===== src/rtl/conv_pkg.sv =====
// Shared types and helpers for the time-multiplexed 3x3 RGB convolution sequencer.
package conv_pkg;

  localparam int ACC_W = 20;
  localparam int TAPS  = 9;

  typedef enum logic [2:0] {
    S_IDLE,
    S_TAP,
    S_DRAIN,
    S_WRITE,
    S_DONE
  } conv_state_t;

  typedef struct packed {
    logic signed [1:0] m;
    logic signed [1:0] n;
  } tap_off_t;

  // Row-major tap index to (row, column) offset in -1..1.
  function automatic tap_off_t tap_offset(input logic [3:0] t);
    tap_off_t r;
    if (t < 4'd3)      r.m = -2'sd1;
    else if (t < 4'd6) r.m = 2'sd0;
    else               r.m = 2'sd1;
    case (t)
      4'd0, 4'd3, 4'd6: r.n = -2'sd1;
      4'd1, 4'd4, 4'd7: r.n = 2'sd0;
      default:          r.n = 2'sd1;
    endcase
    return r;
  endfunction

  function automatic logic [7:0] clamp_u8(input logic signed [ACC_W-1:0] acc);
    if (acc[ACC_W-1])       return 8'd0;
    else if (acc > 20'sd255) return 8'd255;
    else                    return acc[7:0];
  endfunction

endpackage


===== src/rtl/conv_mac.sv =====
// Shared multiply-accumulate: unsigned pixel times signed coefficient into a 20-bit accumulator.
module conv_mac
  import conv_pkg::*;
(
  input  logic              clk,
  input  logic              rst_n,
  input  logic              i_clr,
  input  logic              i_en,
  input  logic [7:0]        i_data,
  input  logic signed [7:0] i_coef,
  output logic [7:0]        o_result
);

  logic signed [16:0]      w_prod;
  logic signed [ACC_W-1:0] w_acc_nx;
  logic signed [ACC_W-1:0] r_acc;

  assign w_prod   = 17'($signed({1'b0, i_data})) * 17'(i_coef);
  assign w_acc_nx = i_en ? r_acc + ACC_W'(w_prod) : r_acc;

  always_ff @(posedge clk or negedge rst_n) begin
    if (!rst_n)     r_acc <= '0;
    else if (i_clr) r_acc <= '0;
    else            r_acc <= w_acc_nx;
  end

  // Clamp the look-ahead sum so the final tap is included when the result is captured.
  assign o_result = clamp_u8(w_acc_nx);

endmodule


===== src/rtl/conv_sequencer.sv =====
// Walks every output pixel of a 3-channel HxV frame, one tap per cycle, into a shared MAC.
module conv_sequencer
  import conv_pkg::*;
#(
  parameter int H      = 8,
  parameter int V      = 8,
  parameter int ADDR_W = $clog2(3*H*V)
) (
  input  logic              clk,
  input  logic              rst_n,
  input  logic              k_we,
  input  logic [3:0]        k_addr,
  input  logic signed [7:0] k_data,
  input  logic              start,
  output logic              busy,
  output logic              done,
  output logic              rd_en,
  output logic [ADDR_W-1:0] rd_addr,
  input  logic [7:0]        rd_data,
  output logic              wr_en,
  output logic [ADDR_W-1:0] wr_addr,
  output logic [7:0]        wr_data
);

  localparam int IW = (H > 1) ? $clog2(H) : 1;
  localparam int JW = (V > 1) ? $clog2(V) : 1;

  conv_state_t       r_state, w_state_nx;
  logic [1:0]        r_ch, w_ch_nx;
  logic [IW-1:0]     r_i, w_i_nx;
  logic [JW-1:0]     r_j, w_j_nx;
  logic [3:0]        r_t, w_t_nx;
  logic signed [7:0] r_kernel [TAPS];
  logic signed [7:0] r_coef;
  logic              r_mac_en;
  logic              r_rd_en, r_wr_en;
  logic [ADDR_W-1:0] r_rd_addr, r_wr_addr;
  logic [7:0]        r_wr_data;
  logic [7:0]        w_mac_result;
  tap_off_t          w_off;
  int                w_row, w_col;
  logic              w_rd_go;
  logic [ADDR_W-1:0] w_rd_addr, w_pix_addr;
  logic              w_last_pix;

  assign w_last_pix = (r_ch == 2'd2) && (r_i == IW'(H-1)) && (r_j == JW'(V-1));

  always_ff @(posedge clk or negedge rst_n) begin
    if (!rst_n) begin
      r_state <= S_IDLE;
      r_ch    <= '0;
      r_i     <= '0;
      r_j     <= '0;
      r_t     <= '0;
    end else begin
      r_state <= w_state_nx;
      r_ch    <= w_ch_nx;
      r_i     <= w_i_nx;
      r_j     <= w_j_nx;
      r_t     <= w_t_nx;
    end
  end

  always_comb begin
    w_state_nx = r_state;
    w_ch_nx    = r_ch;
    w_i_nx     = r_i;
    w_j_nx     = r_j;
    w_t_nx     = r_t;
    case (r_state)
      S_IDLE: if (start) begin
        w_state_nx = S_TAP;
        w_ch_nx    = '0;
        w_i_nx     = '0;
        w_j_nx     = '0;
        w_t_nx     = '0;
      end
      S_TAP: begin
        if (r_t == 4'd8) begin
          w_state_nx = S_DRAIN;
          w_t_nx     = '0;
        end else begin
          w_t_nx = r_t + 4'd1;
        end
      end
      S_DRAIN: w_state_nx = S_WRITE;
      S_WRITE: begin
        if (w_last_pix) begin
          w_state_nx = S_DONE;
        end else begin
          w_state_nx = S_TAP;
          if (r_j == JW'(V-1)) begin
            w_j_nx = '0;
            if (r_i == IW'(H-1)) begin
              w_i_nx  = '0;
              w_ch_nx = r_ch + 2'd1;
            end else begin
              w_i_nx = r_i + IW'(1);
            end
          end else begin
            w_j_nx = r_j + JW'(1);
          end
        end
      end
      S_DONE:  w_state_nx = S_IDLE;
      default: w_state_nx = S_IDLE;
    endcase
  end

  // Read strobe/address are computed from next-cycle counters so the registered copy lines up with its tap.
  always_comb begin
    w_off     = tap_offset(w_t_nx);
    w_row     = int'(w_i_nx) + int'(w_off.m);
    w_col     = int'(w_j_nx) + int'(w_off.n);
    w_rd_go   = (w_state_nx == S_TAP) && (w_row >= 0) && (w_row < H) && (w_col >= 0) && (w_col < V);
    w_rd_addr = ADDR_W'(int'(w_ch_nx) * H * V + w_row * V + w_col);
    w_pix_addr = ADDR_W'(int'(r_ch) * H * V + int'(r_i) * V + int'(r_j));
  end

  always_ff @(posedge clk or negedge rst_n) begin
    if (!rst_n) begin
      for (int k = 0; k < TAPS; k++) r_kernel[k] <= '0;
    end else if (k_we && (k_addr <= 4'd8) && ((r_state == S_IDLE) || (r_state == S_DONE))) begin
      r_kernel[k_addr] <= k_data;
    end
  end

  always_ff @(posedge clk or negedge rst_n) begin
    if (!rst_n) begin
      r_rd_en   <= 1'b0;
      r_rd_addr <= '0;
      r_wr_en   <= 1'b0;
      r_wr_addr <= '0;
      r_wr_data <= '0;
      r_mac_en  <= 1'b0;
      r_coef    <= '0;
    end else begin
      r_rd_en   <= w_rd_go;
      r_rd_addr <= w_rd_go ? w_rd_addr : '0;
      r_wr_en   <= (r_state == S_DRAIN);
      r_wr_addr <= (r_state == S_DRAIN) ? w_pix_addr : '0;
      r_wr_data <= (r_state == S_DRAIN) ? w_mac_result : '0;
      r_mac_en  <= r_rd_en;
      r_coef    <= r_kernel[r_t];
    end
  end

  conv_mac u_mac (
    .clk      (clk),
    .rst_n    (rst_n),
    .i_clr    ((r_state == S_IDLE) || (r_state == S_WRITE)),
    .i_en     (r_mac_en),
    .i_data   (rd_data),
    .i_coef   (r_coef),
    .o_result (w_mac_result)
  );

  assign busy    = (r_state == S_TAP) || (r_state == S_DRAIN) || (r_state == S_WRITE);
  assign done    = (r_state == S_DONE);
  assign rd_en   = r_rd_en;
  assign rd_addr = r_rd_addr;
  assign wr_en   = r_wr_en;
  assign wr_addr = r_wr_addr;
  assign wr_data = r_wr_data;

endmodule


===== config.mk =====
export PLATFORM = sky130hd
export DESIGN_NAME = conv_sequencer
export DESIGN_NICKNAME = d
export VERILOG_FILES = /design/src/rtl/conv_pkg.sv /design/src/rtl/conv_mac.sv /design/src/rtl/conv_sequencer.sv
export SDC_FILE = /design/constraint.sdc
export NUM_CORES = 1
export LEC_CHECK = 0
export BUFFER_PORTS_ARGS = -buffer_cell sky130_fd_sc_hd__buf_4
export CAP_MARGIN = 25
export CORE_UTILIZATION = 64
export CTS_BUF_LIST = sky130_fd_sc_hd__clkbuf_2
export DETAILED_ROUTE_END_ITERATION = 10
export PLACE_DENSITY = 0.94
export SYNTH_ARGS = -nofsm -noshare
export SYNTH_HDL_FRONTEND = slang
export SYNTH_HIERARCHICAL = 1
export SYNTH_SLANG_ARGS = --single-unit

===== constraint.sdc =====
create_clock -name clk -period 6.4 [get_ports clk]
set_input_delay 0.64 -clock clk [delete_from_list [all_inputs] [get_ports clk]]
set_output_delay 0.64 -clock clk [all_outputs]
set_load 0.05 [all_outputs]

==> impl_metrics.py <==
metrics = {
    "run_status": {
        "outcome": "complete, no violations",
    },
    "timing": {
        "timing_max_transition_violations_final": 0,
        "grt_setup_unrepaired": "false",
        "min_period_over_period_pct": 91.5,
        "max_clock_freq_mhz": 171,
        "timing.final.hold_violations": 0,
        "fin_crit_ns": 5.85,
        "final_setup_tns_ns": 0,
        "finalHoldWorstSlack_ns": 0.178,
        "final-setup-viol-count": 0,
        "worst_pin_slew_ns": 1.04,
        "timing.clock.skew_ns": 0.0449,
        "timing.max_slew.rel_slack_pct": 30.5,
    },
    "finish": {
        "fillers": 1023,
        "multi_input_comb_area_um2": 5960,
        "final_nets": 1115,
        "post-route-cell-area_um2": 10800,
        "register_area_um2": 3550,
        "area_growth_pct": 8.49,
        "drive_gt1_share_pct": 21.6,
    },
    "power_and_ir_drop": {
        "power-per-cell-area_nw_per_um2": 138,
        "clock_power_share_pct": 36.9,
        "power_frac_comb_pct": 2.9,
        "p_int_uw": 1080,
        "power.switching_fraction_pct": 28.0,
        "power_switching_uw": 418,
        "peakVddDrop_mv": 0.174,
        "p_seq_share_pct": 60.2,
        "power.leakage_uw": 0.00570,
    },
    "clocking": {
        "cts.clk_slew.worst_paths_ns": 0.25,
        "post_cts_setup_buffer_count": 0,
        "cts_made_buffers": 17,
        "resized_cells_post_cts": 0,
        "clk_root_buffer_cell": "clkbuf_2",
        "cts_tree": "built",
        "clk_latency_ns": 0.75,
        "clockBufferDepth": 2,
        "clkSinkCount": 142,
        "htreeDepth": 4,
    },
    "drt": {
        "dr.first_iter.drc_count": 502,
        "drt-vias-per-instance": 6.18,
        "via_count": 7145,
        "routed_wire_length_per_instance_um": 18.9,
        "remaining_drc_errors": 0,
        "routed_wl_um": 21900,
        "route.antenna.remaining_nets": 0,
        "detail_route.first_pass.iterations": 6,
    },
    "worst_setup_path": {
        "setup.worst_path.end_class": "flop",
        "start_kind": "flop",
        "startpoint_of_the_most_critical_setup_path": "r_coef[3]$_DFF_PN0_",
        "worstReg2RegStart": "r_coef[3]$_DFF_PN0_",
        "worstPathArrival_ns": 6.52,
        "crit_path_max_fanout": 8,
        "critical_path_class": "flop to flop",
        "reg2reg_slack_ns": 0.55,
        "critical_path.endpoint": "wr_data[7]$_DFF_PN0_",
        "crit-reg2reg-capture": "wr_data[7]$_DFF_PN0_",
        "critPathRequiredTime_ns": 7.07,
        "worst_r2r_path_depth": 17,
    },
    "die": {
        "initial_core_util_pct": 65.5,
        "die_area_um2": 16100,
        "num_rows": 45,
        "die_h_um": 127,
        "die_x_um": 127,
        "floorplan.io_pins": 52,
        "floorplan.core_area_um2": 15200,
    },
    "synth": {
        "synthMostInstantiatedCell": "dfrtp_1",
        "ys_types": 75,
        "ys_async_sr_fraction_pct": 100,
        "synth.area.top_cells": "dfrtp_1, fa_1, ha_1",
        "post_synth_inst_count": 903,
        "number_of_storage_elements_in_the_synthesis_netlist": 142,
        "synth_top_cell_by_area": "dfrtp_1",
        "ys_seq_area_share_pct": 35.7,
        "synth_largest_type_area_fraction_pct": 35.7,
        "yosys-top-cells-count": "dfrtp_1, inv_1, ha_1, nand2_1, mux2_2",
        "synth_fp_nets": 1063,
        "synthesis.area_um2": 9950,
        "synth_top_flop_cell": "dfrtp_1",
        "syn_area_per_cell_um2": 11.0,
        "synth.yosys.warnings": 6,
        "synth_edf_count": 0,
    },
    "placed_design": {
        "gp_routability_congestion": 0.921,
        "dpl_cell_area_um2": 10500,
        "dpl.hpwl_um": 16300,
        "port_buffers": 51,
    },
    "flow_run": {
        "maxCapViolCount": 0,
    },
    "global_routing": {
        "grt_overflow_total": 0,
        "antenna_violations_before_repair": 1,
        "number_of_global_route_vias_before_repair": 7412,
        "maximum_number_of_pins_on_one_net_before_global_route_repair": 82,
        "global_route_wire_length_before_repair_um": 36200,
        "grt.total_usage_pct": 29.2,
    },
    "hold_path": {
        "worst_hold_class": "input pin to flop",
    },
}
-- cell type report --
class	count	share of cell area (%)
Clock buffer	17	0.788
Clock inverter	15	1.55
Timing Repair Buffer	62	4.35
Tap cell	188	2.18
Multi-Input combinational cell	645	55.2
Sequential cell	142	32.9
Antenna cell	1	0.0232
Inverter	87	3.02
-- per-stage QoR --
step	std cells	util (%)	total power, uW	worst slack [ns]
floorplan	903	-	918	0.922
detailed placement	1123	69.3	958	0.376
CTS	1156	71.0	1500	0.633
finish	1157	71.0	1490	0.546
global route	1157	71.0	1540	0.306
global placement	1122	69.2	957	0.583
-- per-layer routing --
metal | GRT usage [%] | part of all wire (%) | up-vias
met2 | 50.8 | 51 | 288
met3 | 5.10 | 5.5 | 78
met4 | 14.0 | 3.5 | 0
met1 | 35.5 | 40 | 3568
li1 | - | - | 3211
met5 | 0 | 0 | -
-- cell families after synthesis --
family / Yosys count / share of synthesized area (%)
AO/OA/AOI/OAI: 116 / 8.21
XOR/XNOR: 22 / 2.07
adder cells (fa/ha/maj): 136 / 21.2
buffers and inverters: 116 / 4.44
flip-flops: 142 / 35.7
multiplexers: 109 / 14.1
AND/OR/NAND/NOR: 262 / 14.2
-- registers in the layout, summed over array words and instances (netlist names) --
signal       cells
r_j              3
r_mac_en         1
r_t              4
r_i              3
wr_data          8
r_ch             2
rd_en            1
r_coef           8
rd_addr          8
u_mac/r_acc     20
r_kernel        72
r_state          3
wr_addr          8
wr_en            1
-- critical path: stages (launching register included) --
cell	delay, ns
dfrtp_1	0.60
nand2_1	0.14
fa_1	0.51
fa_1	0.50
inv_1	0.06
fa_1	0.52
fa_1	0.59
fa_1	0.44
ha_1	0.36
nand3_1	0.11
nand2_1	0.12
o21ai_2	0.28
nor2b_1	0.26
o311ai_0	0.20
nand4b_2	0.27
nor4b_4	0.49
a21oi_1	0.15
and2_1	0.16
-- power by group through the flow --
| stage | clock, uW | combinational, uW | sequential [uW] |
|---|---|---|---|
| floorplan | 0 | 3.33 | 914 |
| global placement | 0 | 43.1 | 914 |
| global route | 592 | 49.6 | 900 |
| CTS | 556 | 44.7 | 899 |
| detailed placement | 0 | 44.2 | 914 |
| finish | 552 | 44.0 | 899 |
-- how the worst min path moves through the flow --
stage / from / end / slack [ns] / depth (start not counted)
finish: k_data[7] / r_kernel[55]$_DFFE_PN0P_ / 0.18 / 2
global route: k_data[7] / r_kernel[23]$_DFFE_PN0P_ / 0.13 / 2
CTS: k_data[7] / r_kernel[55]$_DFFE_PN0P_ / 0.13 / 2
detailed placement: rd_en$_DFF_PN0_ / r_mac_en$_DFF_PN0_ / 0.40 / 0
global placement: rd_en$_DFF_PN0_ / r_mac_en$_DFF_PN0_ / 0.36 / 0
floorplan: rst_n / r_ch[0]$_DFF_PN0_ / 0.34 / 0
-- cells in the final DEF, fill, tap and decap left out, types with 6 or more instances in the layout --
master,instances
dfrtp_1,142
inv_1,86
ha_1,81
nand2_1,76
mux2_2,75
buf_4,59
nor2_1,58
fa_1,55
and2_1,48
a21oi_1,37
o21ai_0,19
clkbuf_2,17
mux2i_1,16
mux4_2,16
xnor2_1,13
nand2b_1,12
a21o_1,11
nor3_1,11
nand3b_1,10
nand3_1,8
xor2_1,8
nor2b_1,7
inv_8,6
-- timing repair --
item / CTS / global route
endpoints found under the hold margin: 61 / 0
hold buffers: 1 / 0
setup endpoints to repair: 0 / 0
Note: power is estimated with default switching activity, not from simulation.
